<file path="src/rtl/scrambler_pkg.sv">
// Shared definitions for the serial additive scrambler.
//   LEN_W          default width of the frame length / bit counter
//   SEED           LFSR value loaded at reset and at every frame start (nonzero)
//   TAP_HI/TAP_LO  LFSR state bits that form the feedback (x^7 + x^4 + 1)
//   state_t        frame control states
package scrambler_pkg;
  localparam int         LEN_W  = 12;
  localparam logic [6:0] SEED   = 7'h7F;
  localparam int         TAP_HI = 6;
  localparam int         TAP_LO = 3;

  typedef enum logic [1:0] {
    IDLE = 2'd0,
    RUN  = 2'd1,
    DONE = 2'd2
  } state_t;
endpackage

</file>
<file path="src/rtl/scrambler_lfsr.sv">
// 7-bit Fibonacci LFSR, polynomial x^7 + x^4 + 1.
// The key bit is the feedback of the current state, so the very first key
// after a load is already a function of SEED (0 for SEED = 7'h7F).
// Ports:
//   clk    in   rising-edge clock
//   reset  in   asynchronous, active-low reset (loads SEED)
//   load   in   reload SEED (has priority over step)
//   step   in   advance one position
//   key    out  current key bit
module scrambler_lfsr #(
  parameter logic [6:0] SEED = scrambler_pkg::SEED
) (
  input  logic clk,
  input  logic reset,
  input  logic load,
  input  logic step,
  output logic key
);
  import scrambler_pkg::*;

  logic [6:0] lfsr_p0;

  assign key = lfsr_p0[TAP_HI] ^ lfsr_p0[TAP_LO];

  // LFSR state register
  always_ff @(posedge clk or negedge reset) begin
    if (!reset) begin
      lfsr_p0 <= SEED;
    end else if (load) begin
      lfsr_p0 <= SEED;
    end else if (step) begin
      lfsr_p0 <= {lfsr_p0[5:0], key};
    end
  end
endmodule

</file>
<file path="src/rtl/txrx_scrambler.sv">
// Serial additive scrambler / descrambler, one bit per clock, one frame of
// 'length' bits per request. The same block serves as transmitter and
// receiver: an RX instance fed from TX data_out and requested one cycle
// after the TX instance undoes the scrambling.
// Optional feature: define SCRAMBLER_BYPASS_EN to add the 'bypass' input,
// which is captured at frame start and passes data through unscrambled
// (the LFSR and ready timing are unchanged).
// Ports:
//   clk       in   rising-edge clock
//   reset     in   asynchronous, active-low reset
//   data_in   in   serial input bit
//   length    in   frame length in bits, captured at frame start
//   request   in   frame start request (level); must drop before a new frame
//   bypass    in   (SCRAMBLER_BYPASS_EN only) pass data through for the frame
//   data_out  out  registered scrambled / descrambled bit
//   ready     out  high while data_out holds a valid frame bit
module txrx_scrambler #(
  parameter int         LEN_W = scrambler_pkg::LEN_W,
  parameter logic [6:0] SEED  = scrambler_pkg::SEED
) (
  input  logic             clk,
  input  logic             reset,
  input  logic             data_in,
  input  logic [LEN_W-1:0] length,
  input  logic             request,
`ifdef SCRAMBLER_BYPASS_EN
  input  logic             bypass,
`endif
  output logic             data_out,
  output logic             ready
);
  import scrambler_pkg::*;

  state_t           state, state_nxt;
  logic [LEN_W-1:0] count;
  logic             start;
  logic             lfsr_step;
  logic             key;
  logic             byp_q;

  scrambler_lfsr #(.SEED(SEED)) u_lfsr (
    .clk   (clk),
    .reset (reset),
    .load  (start),
    .step  (lfsr_step),
    .key   (key)
  );

  // State register
  always_ff @(posedge clk or negedge reset) begin
    if (!reset) begin
      state <= IDLE;
    end else begin
      state <= state_nxt;
    end
  end

  // Next-state logic; DONE waits for request to drop so a held request
  // cannot start a second frame.
  always_comb begin
    state_nxt = state;
    case (state)
      IDLE: if (request) state_nxt = (length == '0) ? DONE : RUN;
      RUN:  if (count <= LEN_W'(1)) state_nxt = DONE;
      DONE: if (!request) state_nxt = IDLE;
      default: state_nxt = IDLE;
    endcase
  end

  // Control outputs
  always_comb begin
    start     = 1'b0;
    lfsr_step = 1'b0;
    case (state)
      IDLE:    start     = request;
      RUN:     lfsr_step = 1'b1;
      default: ;
    endcase
  end

  // Bit counter: loaded at frame start, saturating decrement while running
  always_ff @(posedge clk or negedge reset) begin
    if (!reset) begin
      count <= '0;
    end else if (start) begin
      count <= length;
    end else if (state == RUN && count != '0) begin
      count <= count - LEN_W'(1);
    end
  end

`ifdef SCRAMBLER_BYPASS_EN
  // Bypass is frozen for the whole frame at frame start
  always_ff @(posedge clk or negedge reset) begin
    if (!reset) begin
      byp_q <= 1'b0;
    end else if (start) begin
      byp_q <= bypass;
    end
  end
`else
  assign byp_q = 1'b0;
`endif

  // Output register: ready follows RUN by one edge, so it is high for
  // exactly 'length' cycles; data_out holds its last bit between frames.
  always_ff @(posedge clk or negedge reset) begin
    if (!reset) begin
      data_out <= 1'b0;
      ready    <= 1'b0;
    end else begin
      ready <= (state == RUN);
      if (state == RUN) begin
        data_out <= data_in ^ (key & ~byp_q);
      end
    end
  end
endmodule

</file>
<file path="config.mk">
export PLATFORM = sky130hd
export DESIGN_NAME = txrx_scrambler
export DESIGN_NICKNAME = d
export VERILOG_FILES = /design/src/rtl/scrambler_pkg.sv /design/src/rtl/scrambler_lfsr.sv /design/src/rtl/txrx_scrambler.sv
export SDC_FILE = /design/constraint.sdc
export NUM_CORES = 1
export LEC_CHECK = 0
export CORE_UTILIZATION = 57
export DETAILED_ROUTE_END_ITERATION = 12
export PLACE_DENSITY = 0.92
export RECOVER_POWER = 25
export SLEW_MARGIN = 20
export SYNTH_ARGS = -nofsm -noshare
export SYNTH_HDL_FRONTEND = slang
export SYNTH_SLANG_ARGS = --single-unit
</file>
<file path="constraint.sdc">
create_clock -name clk -period 3 [get_ports clk]
set_input_delay 0.45 -clock clk [delete_from_list [all_inputs] [get_ports clk]]
set_output_delay 0.45 -clock clk [all_outputs]
set_load 0.05 [all_outputs]
</file>
==> impl_metrics.ini <==
[clock_network]
cts_tree = done
post-cts-setup-buffer-count = 0
cts.htree.levels = 1
ctsHoldBuffers = 0
clock-sinks = 23
clock_latency_ns = 0.32
clk_pin_slew_worst_paths_ns = 0.13
cts_resized = 0
numCtsBuffers = 3
cts_max_path_buffers = 2
root_buffer = clkbuf_4

[die]
dieHeight_um = 49.4
dieArea_um2 = 2440
core_region_area_um2 = 2040
die_w_um = 49.4
rows = 16
boundaryPins = 18
initial_core_util_pct = 62.7

[place]
place_hpwl_mm = 2.08
pre_cts_ws_ns = 0.747
place_area_um2 = 1470
globalplace.congestion = 0.842
io_buffers = 17

[power]
power.total_w = 0.00148
p_leak_nw = 0.601
ir_worst_vdd_v = 0.000667
powerDensity_nw_per_um2 = 988

[critical_path]
critPathArrivalTime_ns = 2.26
path_cells = inv_1 -> ha_1 -> nor3b_1 -> and3_1 -> nor2_1 -> a221o_1
setup.worst_path.end_class = register
critical-path-top-delay-family = simple AND/OR/NAND/NOR gates
crit_type = register to register
cpMaxStageDelayCell = dfrtp_1
path_buf_inv = 1
cp.required_ns = 3.21
cp-start-kind = register
slowest_delay_ns = 0.45
worst-path-max-fanout = 12

[layout]
final_area_um2 = 1500
drive_gt1_share_pct = 12.2
layout_commonest_cell = nand2_1
nets = 176
syn_to_final_growth_pct = 17.1
final_cell_mix = nand2_1 (22), dfrtp_1 (16), clkdlybuf4s50_1 (16), nor2_1 (15), nand3_1 (11)
diodes = 0

[routing]
drtPass1Iterations = 4
drt_iter0_markers = 34
drc = 0
drt-total-wl_mm = 2.79
vias = 1131
wl_per_cell_um = 15.3
ant_nets = 0
post_drt_via_cell_ratio = 6.18

[synthesis]
synth_nets = 158
syn_area_um2 = 1280
synth_cell_type_count = 44
ys_seq_elements = 23
yosys_warnings = 0
syn_inst = 139
ys_seq_area_share_pct = 45.7
synth-edff-count = 0
synth_flop_cell = dfrtp_1
avgSynthCellArea_um2 = 9.21
synth-async-reset-ratio_pct = 100

[sta]
hold_viol_final = 0
tightest_slew_ns = 0.935
skew_ns = 0.00629
slew_headroom_pct = 37.5
grt_setup_unrepaired = false
finalCritPeriodShare_pct = 68.3
finalSetupViolCount = 0
fin_setup_tns_ns = 0
period_needed_ns = 2.05
slew_violations = 0
finalWorstSetupSlack_ns = 0.951
max_freq_mhz = 488

[outcome]
status = finished clean

[flow_run]
cap_viol_max_count = 0

[min_path]
hold_path_class = register to register

[global_route]
overflow = 0
track_usage_pct = 26.1
grt_pass1_vias = 1069
antenna_found_initial = 0
grt_pass1_wl_mm = 4.77
grt_max_degree = 24
worst min-delay path: cells and delay by family, from the launching register on:
| kind | cells | cell delay (ns) |
|---|---|---|
| flops | 1 | 0.39 |
| simple gates | 2 | 0.12 |
worst paths after layout:
| path | startpoint | to | depth (start not counted) | slack [ns] |
|---|---|---|---|---|
| worst max-delay path | count[0] | count[5] | 6 | 0.95 |
| worst min-delay path | u_lfsr.lfsr_p0[4] | u_lfsr.lfsr_p0[4] | 2 | 0.50 |
| worst max register to register | count[0] | count[5] | 6 | 0.95 |
| worst min register to register | u_lfsr.lfsr_p0[4] | u_lfsr.lfsr_p0[4] | 2 | 0.50 |
| max in group asynchronous | reset | u_lfsr.lfsr_p0[2] | 2 | 1.61 |
| min in group asynchronous | reset | data_out | 1 | 0.70 |
stage by stage:
step / hold slack [ns] / util, % / cells
finish: 0.501 / 73.4 / 183
global route: 0.522 / 73.4 / 183
CTS: 0.499 / 73.4 / 183
detailed placement: 0.483 / 72.1 / 179
global placement: 0.466 / 72.1 / 179
floorplan: 0.154 / - / 139
flip-flops by register name (all words and copies together) (netlist names):
| signal | cells |
|---|---|
| ready | 1 |
| data_out | 1 |
| state | 2 |
| u_lfsr.lfsr_p0 | 7 |
| count | 12 |
synthesized netlist by cell type (2+ instances only):
library cell	n	share of area, %
or4_1	3	1.8
a21oi_1	3	1.2
a31oi_1	5	2.4
nand3_1	11	4.3
nor4_1	4	2.0
inv_1	2	0.59
nor3b_1	2	1.2
nand2_1	22	6.5
nor2_1	15	4.4
or3_1	4	2.0
mux2i_1	2	1.6
dfrtp_1	16	31
nand2b_1	2	0.98
xnor2_1	2	1.4
o21ai_0	5	2.0
o211ai_1	2	1.2
ha_1	3	2.9
clkbuf_1	4	1.2
dfstp_2	7	14
power by group:
part | internal [W] | total (W) | switching [W]
clock | 0.0000499 | 0.000147 | 0.0000968
combinational | 0.000294 | 0.000669 | 0.000376
sequential | 0.000499 | 0.000665 | 0.000165
total | 0.000843 | 0.00148 | 0.000638
cells by family after synthesis:
group / synth area share [%]
AOI/OAI and AO/OA: 13.4
xor gates and xnor gates: 2.05
adders and majority gates: 2.93
buffers and inverters: 3.03
DFF: 45.7
muxes: 2.44
and+or+nand+nor: 30.5
layer usage:
layer  routed length, um  track usage [%]  vias to the layer above
met4                  43             7.14                        0
met5                   0                0                        -
met2                1450             46.1                       29
met1                1190             33.1                      553
li1                    -                -                      542
met3                 111             3.74                        7
cell type report:
cell class	count	area, um^2
well taps	27	33.8
flip-flops and latches	23	584
clock inverters	1	5.00
clock buffers	3	22.5
inverters	3	11.3
repair buffers	19	185
multi-input cells	107	657
fillers	165	543
(Power assumes the default switching activity.)
